## src/rtl/nvme_pcheck_mlane.sv

```systemverilog
// ---------------------------------------------------------------------------
// nvme_pcheck_mlane
//
// Registered multi-lane byte-group parity checker with error capture.
// Each of `channels` lanes carries `width` data bits protected by `pwidth`
// group-parity bits. The checker is a two-stage pipeline:
//   stage 1 registers the inputs, stage 2 computes and registers the lane
//   errors. Status (sticky bits, first-error capture, saturating event
//   counter) updates on the edge after an error pulse is visible.
//
// Ports:
//   clk, reset        single clock, asynchronous active-high reset
//   data, datap       lane c at [c*width +: width] / [c*pwidth +: pwidth]
//   oddpar            1 = odd parity, 0 = even, shared by all lanes
//   check             per-lane qualifier; unqualified lanes never flag
//   clear             synchronous clear of sticky / capture / counter
//   parerr            per-lane registered error pulse
//   parerr_any        registered OR of parerr
//   sticky            accumulated per-lane error status
//   first_vld         first_ch holds a captured lane
//   first_ch          lowest erroring lane of the first error event
//   errcnt            saturating count of cycles with parerr_any=1
//
// Optional feature (macro NVME_PCHECK_INJECT_EN):
//   inj_req, inj_ch   arm a one-shot error on lane inj_ch
//   inj_ack           pulses together with the forced parerr
// Without the macro the checker is purely observational.
// ---------------------------------------------------------------------------
module nvme_pcheck_mlane #(
    parameter int bits_per_parity_bit = 8,
    parameter int width               = 128,
    parameter int channels            = 4,
    parameter int cntwidth            = 16,
    localparam int pwidth  = (width + bits_per_parity_bit - 1) / bits_per_parity_bit,
    localparam int chwidth = (channels > 1) ? $clog2(channels) : 1
) (
    input  logic                         clk,
    input  logic                         reset,
    input  logic [channels*width-1:0]    data,
    input  logic [channels*pwidth-1:0]   datap,
    input  logic                         oddpar,
    input  logic [channels-1:0]          check,
    input  logic                         clear,
    output logic [channels-1:0]          parerr,
    output logic                         parerr_any,
    output logic [channels-1:0]          sticky,
    output logic                         first_vld,
    output logic [chwidth-1:0]           first_ch,
    output logic [cntwidth-1:0]          errcnt
`ifdef NVME_PCHECK_INJECT_EN
    ,
    input  logic                         inj_req,
    input  logic [chwidth-1:0]           inj_ch,
    output logic                         inj_ack
`endif
);

    typedef enum logic {ST_IDLE = 1'b0, ST_CAPT = 1'b1} state_t;

    // Calculated group parity; the last group may be partial, bits beyond
    // width simply do not exist and so do not contribute.
    function automatic logic [pwidth-1:0] f_calc(input logic [width-1:0] d,
                                                 input logic odd);
        logic [pwidth-1:0] p;
        p = {pwidth{odd}};
        for (int b = 0; b < width; b++) begin
            p[b / bits_per_parity_bit] = p[b / bits_per_parity_bit] ^ d[b];
        end
        return p;
    endfunction

    function automatic logic [chwidth-1:0] f_lowest(input logic [channels-1:0] v);
        logic [chwidth-1:0] idx;
        idx = '0;
        for (int c = channels - 1; c >= 0; c--) begin
            if (v[c]) idx = chwidth'(c);
        end
        return idx;
    endfunction

    logic [channels*width-1:0]  r_data_p1;
    logic [channels*pwidth-1:0] r_datap_p1;
    logic                       r_oddpar_p1;
    logic [channels-1:0]        r_check_p1;

    logic [channels-1:0]        r_parerr_p2;
    logic                       r_parerr_any_p2;

    logic [channels-1:0]        r_sticky;
    logic [cntwidth-1:0]        r_errcnt;
    logic [chwidth-1:0]         r_first_ch;
    state_t                     r_state;

    logic [channels-1:0]        w_err;
    logic [chwidth-1:0]         w_first_ch_nxt;
    state_t                     w_state_nxt;

`ifdef NVME_PCHECK_INJECT_EN
    logic                       r_inj_pend;
    logic [chwidth-1:0]         r_inj_ch;
    logic                       r_inj_ack;
    logic                       w_inj_hit;

    // The armed lane is consumed by the first stage-1 cycle that qualifies it.
    assign w_inj_hit = r_inj_pend & r_check_p1[r_inj_ch];

    always_ff @(posedge clk or posedge reset) begin
        if (reset) begin
            r_inj_pend <= 1'b0;
            r_inj_ch   <= '0;
            r_inj_ack  <= 1'b0;
        end else begin
            r_inj_ack <= w_inj_hit;
            if (w_inj_hit) begin
                r_inj_pend <= 1'b0;
            end else if (!r_inj_pend && inj_req &&
                         ({1'b0, inj_ch} < (chwidth + 1)'(channels))) begin
                r_inj_pend <= 1'b1;
                r_inj_ch   <= inj_ch;
            end
        end
    end

    assign inj_ack = r_inj_ack;
`endif

    // ---- stage 1: input registers ----
    always_ff @(posedge clk or posedge reset) begin
        if (reset) begin
            r_data_p1   <= '0;
            r_datap_p1  <= '0;
            r_oddpar_p1 <= 1'b0;
            r_check_p1  <= '0;
        end else begin
            r_data_p1   <= data;
            r_datap_p1  <= datap;
            r_oddpar_p1 <= oddpar;
            r_check_p1  <= check;
        end
    end

    // ---- stage 2: lane error evaluation ----
    always_comb begin
        logic [pwidth-1:0] v_calc;
        w_err = '0;
        for (int c = 0; c < channels; c++) begin
            v_calc = f_calc(r_data_p1[c*width +: width], r_oddpar_p1);
`ifdef NVME_PCHECK_INJECT_EN
            if (r_inj_pend && (r_inj_ch == chwidth'(c))) v_calc[0] = ~v_calc[0];
`endif
            w_err[c] = r_check_p1[c] & (|(v_calc ^ r_datap_p1[c*pwidth +: pwidth]));
        end
    end

    always_ff @(posedge clk or posedge reset) begin
        if (reset) begin
            r_parerr_p2     <= '0;
            r_parerr_any_p2 <= 1'b0;
        end else begin
            r_parerr_p2     <= w_err;
            r_parerr_any_p2 <= |w_err;
        end
    end

    // ---- status: sticky bits and saturating counter ----
    // clear discards history but still records the error visible this cycle.
    always_ff @(posedge clk or posedge reset) begin
        if (reset) begin
            r_sticky <= '0;
            r_errcnt <= '0;
        end else if (clear) begin
            r_sticky <= r_parerr_p2;
            r_errcnt <= cntwidth'(r_parerr_any_p2);
        end else begin
            r_sticky <= r_sticky | r_parerr_p2;
            if (r_parerr_any_p2 && (r_errcnt != '1)) r_errcnt <= r_errcnt + 1'b1;
        end
    end

    // ---- capture FSM ----
    always_ff @(posedge clk or posedge reset) begin
        if (reset) begin
            r_state    <= ST_IDLE;
            r_first_ch <= '0;
        end else begin
            r_state    <= w_state_nxt;
            r_first_ch <= w_first_ch_nxt;
        end
    end

    always_comb begin
        w_state_nxt    = r_state;
        w_first_ch_nxt = r_first_ch;
        if (clear) begin
            if (r_parerr_any_p2) begin
                w_state_nxt    = ST_CAPT;
                w_first_ch_nxt = f_lowest(r_parerr_p2);
            end else begin
                w_state_nxt    = ST_IDLE;
                w_first_ch_nxt = '0;
            end
        end else begin
            case (r_state)
                ST_IDLE: begin
                    if (r_parerr_any_p2) begin
                        w_state_nxt    = ST_CAPT;
                        w_first_ch_nxt = f_lowest(r_parerr_p2);
                    end
                end
                ST_CAPT: begin
                    w_state_nxt = ST_CAPT;
                end
                default: begin
                    w_state_nxt = ST_IDLE;
                end
            endcase
        end
    end

    assign parerr     = r_parerr_p2;
    assign parerr_any = r_parerr_any_p2;
    assign sticky     = r_sticky;
    assign errcnt     = r_errcnt;
    assign first_ch   = r_first_ch;
    assign first_vld  = (r_state == ST_CAPT);

endmodule
```

## config.mk

```make
export PLATFORM = sky130hd
export DESIGN_NAME = nvme_pcheck_mlane
export DESIGN_NICKNAME = d
export VERILOG_FILES = /design/src/rtl/nvme_pcheck_mlane.sv
export SDC_FILE = /design/constraint.sdc
export NUM_CORES = 1
export LEC_CHECK = 0
export ABC_AREA = 1
export CAP_MARGIN = 10
export CELL_PAD_IN_SITES_DETAIL_PLACEMENT = 0
export CELL_PAD_IN_SITES_GLOBAL_PLACEMENT = 1
export CORE_ASPECT_RATIO = 0.75
export CORE_MARGIN = 5
export CORE_UTILIZATION = 25
export CTS_BUF_LIST = sky130_fd_sc_hd__clkbuf_4
export DETAILED_ROUTE_END_ITERATION = 10
export DONT_BUFFER_PORTS = 1
export GPL_ROUTABILITY_DRIVEN = 0
export PLACE_DENSITY = 0.47
export SYNTH_ARGS = -nofsm -noshare
export SYNTH_HDL_FRONTEND = slang
export SYNTH_SLANG_ARGS = --single-unit
```

## constraint.sdc

```tcl
create_clock -name clk -period 33 [get_ports clk]
set_clock_uncertainty 0.2 [all_clocks]
set_input_delay 4.95 -clock clk [delete_from_list [all_inputs] [get_ports clk]]
set_output_delay 4.95 -clock clk [all_outputs]
set_load 0.02 [all_outputs]
```

==> results of run 1 <==
per-layer routing:
layer	vias to the layer above	part of all wire, %
li1	9020	-
met1	7820	39
met2	531	47
met3	234	10
met4	58	3.0
met5	-	0.51
critical path, stage by stage:
cell and delay [ns]:
inv_8 0.43, buf_4 0.69, buf_4 0.85, buf_4 0.86
worst max path at each step:
stage,cells past startpoint,end,start
floorplan,1,errcnt[0]$_DFFE_PP0P_,reset
global placement,4,r_data_p1[328]$_DFF_PP0_,reset
detailed placement,4,r_data_p1[328]$_DFF_PP0_,reset
CTS,4,r_data_p1[366]$_DFF_PP0_,reset
global route,4,r_data_p1[285]$_DFF_PP0_,reset
finish,4,r_data_p1[349]$_DFF_PP0_,reset
through the flow:
| step | power (mW) | setup WS [ns] | hold WS [ns] | instances |
|---|---|---|---|---|
| 6_report | 1.62 | 25.74 | 0.272 | 4534 |
| 5_1_grt | 1.73 | 25.25 | 0.313 | 4502 |
| 4_1_cts | 1.67 | 25.75 | 0.283 | 4473 |
| 3_5_place_dp | 0.997 | 24.52 | 0.263 | 4204 |
| 3_3_place_gp | 0.993 | 24.66 | 0.268 | 4204 |
| 2_1_floorplan | 0.955 | 10.80 | 0.231 | 2874 |
power groups by stage:
stage                     clock network [mW]  registers [mW]  logic, mW
final                                  0.643           0.811      0.167
after global routing                   0.720           0.815      0.198
after global placement                     0           0.824      0.169
after detailed placement                   0           0.825      0.171
after floorplan                            0           0.819      0.136
after CTS                              0.684           0.812      0.172
cells by family (layout without fill, tap and decap cells):
| kind of cell | Yosys count | count (layout) | share of synthesized area [%] |
|---|---|---|---|
| AOI/OAI and AO/OA | 30 | 30 | 0.638 |
| xor gates and xnor gates | 223 | 223 | 7.66 |
| adders and majority gates | 1 | 1 | 0.0491 |
| buffers and inverters | 443 | 703 | 6.89 |
| DFF | 609 | 609 | 59.8 |
| other | 0 | 61 | 0 |
| and+or+nand+nor | 1568 | 1568 | 25.0 |
sequential cells by signal (all words and copies together), names as in the netlist:
signal and cells:
parerr_any 1, parerr 4, errcnt 16, r_datap_p1 64
sticky 4, first_ch 2, first_vld 1, r_check_p1 4
r_data_p1 512, r_oddpar_p1 1
layout by cell type (no fill, tap or decap), types with 2 or more instances in the layout:
master	count
diode_2	61
dfrtp_1	608
nand3_1	136
xnor2_1	97
xor2_1	126
inv_1	424
nor3_1	9
or2_2	13
nand3b_1	69
clkinv_2	10
o22ai_1	2
buf_12	2
clkinv_1	33
bufinv_16	3
nor4_1	2
buf_4	5
o21ai_0	12
nand2_1	1203
inv_2	3
a21oi_1	12
clkbuf_4	222
nor2_1	131
nand4_1	5
final cells by class:
cell class,count,area [µm²],area share (%)
Antenna cell,61,153,0.523
Inverter,427,1610,5.52
Tap cell,1339,1680,5.74
Sequential cell,609,15200,52.2
Multi-Input combinational cell,1822,8500,29.1
Clock buffer,222,1670,5.71
Clock inverter,47,268,0.917
Timing Repair Buffer,7,77.6,0.266
==> summary.md, run 1 <==
| Metric | Value |
|---|---|
| Tmin final | 7.26 ns |
| CTS Hold Bufs | 0 |
| GRT overflow | 0 |
| Num CTS Buffers | 160 |
| EDFF count, synth | 0 |
| 1st-pass router iterations | 5 |
| Switching portion of total power | 27.3% |
| Core Region | 0.101 mm² |
| Fmax | 0.138 GHz |
| Vias/cell | 3.90 |
| Hold depth | 2 |
| CTS root buffer | clkbuf_4 |
| Psw | 443 µW |
| Die H | 287 µm |
| Hold path startpoint | r_check_p1[0]$_DFF_PP0_ |
| Drt first-iter violations | 600 |
| CP endpoint kind | async pin |
| Most Crowded Layer GR | met2 |
| Slew at the pin with the worst max-slew slack | 0.973 ns |
| R2R Path End | parerr_any$_DFF_PP0_ |
| Power share of the combinational group | 10.3% |
| Final hold viol count | 0 |
| Initial Util | 25.2% |
| Worst EP arrival | 8.07 ns |
| Required time worst endpoint | 33.80 ns |
| DP Area | 0.0271 mm² |
| Row Count | 101 |
| Vias in the first global route | 17.3k |
| Initial antenna violation count | 109 |
| Crit Path Max Fanout | 103 |
| Power Density | 55.5 mW/mm² |
| Synth Warn # | 0 |
| Clk sinks | 609 |
| Fin Setup TNS | 0 ns |
| Layout Utilization | 28.8% |
| MaxCap Viol Count | 0 |
| First-pass GRT wire length | 102000 µm |
| Startpoint Class | input port |
| R2R cell count | 19 |
| Syn Inst Count | 2874 |
| Buffers on Ports | 0 |
| Drt drc | 0 |
| Post-CTS Setup Inserts | 0 |
| VDD IR max | 0.0243 mV |
| Int Power | 1.18 mW |
| Synthesized area | 0.0255 mm² |
| WL/cell | 15.4 µm |
| Die Wd | 379 µm |
| ANT nets after route | 0 |
| Largest cells by area after synthesis | dfrtp_1 (60%), nand2_1 (18%), inv_1 (6.3%) |
| Seq pwr share | 50.1% |
| Post-synth top area cell | dfrtp_1 |
| P&R area growth vs syn | 14.5% |
| Met2 Use GR | 21.1% |
| Max Buffers Root-to-Sink | 3 |
| Design area | 0.0292 mm² |
| Most common cell in the synthesized netlist | nand2_1 |
| GRT met1 Usage | 13.4% |
| Min-delay worst type | reg2reg |
| Yosys reg bits | 609 |
| Area of the die | 0.109 mm² |
| Vias after detailed routing | 17.7k |
| RSZ-0062 raised after global routing | no |
| Clk_lat worst skew | 1.02 ns |
| Final Setup Violations | 0 |
| Yosys top cell area share | 59.8% |
| Mean Syn Cell Area | 8.87 µm² |
| Total GRT Usage | 12.6% |
| Slew headroom | 35.1% |
| Max Slew Vio Count | 0 |
| Dpl hpwl | 53100 µm |
| Worst reg2reg path startpoint | r_oddpar_p1$_DFF_PP0_ |
| Crit Path Category | in2async |
| Clock share of power | 39.7% |
| Lkg Pwr | 15.6 nW |
| Tcrit/Tclk final | 22.0% |
| TritonCTS clock tree | done |
| Worst R2R Setup Slack | 28.60 ns |
| CTS resizes | 0 |
| Top_reg_cell synth | dfrtp_1 |
| Layout cell share with drive strength beyond 1 | 8.30% |
| Distinct cells, synth | 28 |
| Post-detailed-routing wire length | 69600 µm |
| Mapped Nets | 3459 |
| Fill count | 10.5k |
| Num ports | 612 |
| H-tree Lvls | 4 |
| Run status | finished clean |
| Sequential-to-total area share from yosys stat | 59.8% |
| Final #Nets | 3612 |
| Top post-synthesis cells by count | nand2_1 (1203), dfrtp_1 (609), inv_1 (425) |
| Hold path endpoint | parerr[0]$_DFF_PP0_ |
| Post-synth ARST share | 100% |
| Worst-path clk slew | 0.06 ns |
| Met3 usage | 7.12% |
| Pin count of the biggest net entering global routing | 160 |
(Power assumes the default switching activity.)
==> run 2: changes to the inputs <==
clock period = 7.1 ns   (was 33 ns; I/O delays follow)
==> run 2 against run 1 <==
Setup slack got worse by 22 ns. Combinational power increased to 6.3 times the previous value. Non-clock buffer count up 587. Critical path type is now reg2reg.
==> summary.md, run 2 (synthesis gave the netlist of run 1 again) <==
| Metric | Value |
|---|---|
| R2R Path End | parerr_any$_DFF_PP0_ |
| Die Wd | 379 µm (unchanged) |
| Final hold viol count | 0 (unchanged) |
| Min-delay worst type | reg2reg |
| Dpl hpwl | 54600 µm (+2.8%) |
| 1st-pass router iterations | 7 (+2) |
| Clk_lat worst skew | 1.04 ns (+0.02 ns) |
| Worst R2R Setup Slack | 3.58 ns (-25.02 ns) |
| Drt first-iter violations | 675 (+13%) |
| Num ports | 612 (unchanged) |
| Crit Path Category | reg2reg |
| Worst reg2reg path startpoint | r_oddpar_p1$_DFF_PP0_ |
| Total GRT Usage | 13.6% (+1.0 points) |
| Max Slew Vio Count | 0 (unchanged) |
| R2R cell count | 20 (+1) |
| First-pass GRT wire length | 113000 µm (+11%) |
| Pin count of the biggest net entering global routing | 134 (-16%) |
| Initial antenna violation count | 25 (-77%) |
| P&R area growth vs syn | 37.7% |
| Vias/cell | 3.91 (+0.46%) |
| Area of the die | 0.109 mm² (unchanged) |
| Vias after detailed routing | 19.9k (+13%) |
| Fin Setup TNS | 0 ns (unchanged) |
| Row Count | 101 (unchanged) |
| Initial Util | 25.2% (unchanged) |
| Max Buffers Root-to-Sink | 3 (unchanged) |
| Core Region | 0.101 mm² (unchanged) |
| GRT overflow | 0 (unchanged) |
| Worst-path clk slew | 0.07 ns (about the same) |
| MaxCap Viol Count | 0 (unchanged) |
| WL/cell | 14.6 µm (-4.9%) |
| Layout cell share with drive strength beyond 1 | 7.38% (-0.92 points) |
| Worst EP arrival | 4.21 ns (-3.86 ns) |
| RSZ-0062 raised after global routing | no |
| Crit Path Max Fanout | 46 (-55%) |
| Fmax | 0.284 GHz |
| Tcrit/Tclk final | 49.5% |
| Post-detailed-routing wire length | 74400 µm (+6.8%) |
| Post-CTS Setup Inserts | 0 (unchanged) |
| CTS resizes | 0 (unchanged) |
| Lkg Pwr | 18.1 nW (+16%) |
| Hold path startpoint | r_check_p1[1]$_DFF_PP0_ |
| Vias in the first global route | 20.6k (+20%) |
| Commonest non-fill, non-tap cell in the layout | nand2_1 |
| VDD IR max | 0.136 mV (+460%) |
| Hold path endpoint | parerr[1]$_DFF_PP0_ |
| Inst Count DP | 4208 (+0.095%) |
| Biggest register | r_data_p1 |
| CTS root buffer | clkbuf_4 |
| Buffers on Ports | 0 (unchanged) |
| CP endpoint kind | flip-flop |
| Clk sinks | 609 (unchanged) |
| H-tree Lvls | 4 (unchanged) |
| CTS Hold Bufs | 583 (+583) |
| Final #Nets | 4204 (+16%) |
| Most frequent cells in the layout | nand2_1 (1203), dfrtp_1 (608), dlygate4sd3_1 (583) |
| Max FFs per register | 512 (unchanged) |
| Required time worst endpoint | 7.80 ns (-26.00 ns) |
| TritonCTS clock tree | done |
| Hold depth | 2 (unchanged) |
| Layout Utilization | 34.7% (+5.8 points) |
| ANT nets after route | 0 (unchanged) |
| Run status | finished clean |
| Startpoint Class | flip-flop |
| Drt drc | 0 (unchanged) |
| Tmin final | 3.52 ns |
| Num CTS Buffers | 165 (+3.1%) |
| Slew headroom | 44.1% (+9.0 points) |
| Finished Layout Cells | 5093 (+12%) |
| Final Setup Violations | 0 (unchanged) |
| Power Density | 228 mW/mm² (+310%) |
| Die H | 287 µm (unchanged) |
| Slew at the pin with the worst max-slew slack | 0.839 ns (-0.135 ns) |
==> run 2: per-layer routing <==
metal | vias up | global-route usage, % | wire length [µm]
met4 | 18 | 5.30 | 2100
met1 | 9071 | 15.7 | 30600
met2 | 510 | 23.4 | 36600
li1 | 10200 | - | -
met3 | 165 | 4.58 | 4870
met5 | - | 0 | 121
==> run 2: layout make-up <==
class / count / area [µm²]
well taps: 1339 / 1680
flip-flops and latches: 609 / 15200
diodes: 26 / 65.1
multi-input cells: 1822 / 8500
inverters: 427 / 1610
clock buffers: 225 / 1690
fillers: 10200 / 66100
repair buffers: 594 / 5970
clock inverters: 51 / 354
==> run 2: critical path: stages, from the launching register on <==
cell and delay, ns:
dfrtp_4 0.87, inv_2 0.36, buf_4 0.33, nand2_1 0.09, nand2_1 0.06, inv_1 0.05
nand2_1 0.06, nand2_1 0.06, nand2_1 0.04, nand2_1 0.12, inv_1 0.05, nand2_1 0.05
nand2_1 0.05, nor2_1 0.09, nand2_1 0.07, nor2_1 0.18, nand2_1 0.25, nand2_1 0.18
nand2_1 0.08, inv_1 0.06, nand2_1 0.05
==> run 2: metrics by stage <==
stage	cell area [µm²]	setup WS [ns]	hold WS, ns	total power [mW]
floorplan	25500	-2.47	0.231	4.44
global placement	27200	3.36	0.312	4.63
detailed placement	27200	3.40	0.298	4.65
CTS	35000	3.37	0.0968	8.22
global route	35100	3.12	0.134	8.55
finish	35100	3.58	0.314	8.00
==> run 2: worst max-delay path by stage <==
stage / endpoint / start
after global placement: parerr_any$_DFF_PP0_ / r_oddpar_p1$_DFF_PP0_
after CTS: parerr_any$_DFF_PP0_ / r_oddpar_p1$_DFF_PP0_
final: parerr_any$_DFF_PP0_ / r_oddpar_p1$_DFF_PP0_
after floorplan: errcnt[0]$_DFFE_PP0P_ / reset
after detailed placement: parerr_any$_DFF_PP0_ / r_oddpar_p1$_DFF_PP0_
after global routing: parerr_any$_DFF_PP0_ / r_oddpar_p1$_DFF_PP0_
==> run 2: power by group <==
group	total, mW	switching (mW)	leakage [nW]	internal [mW]
clock network	3.16	1.52	1.21	1.64
logic	1.06	0.563	9.81	0.501
registers	3.78	0.130	7.12	3.65
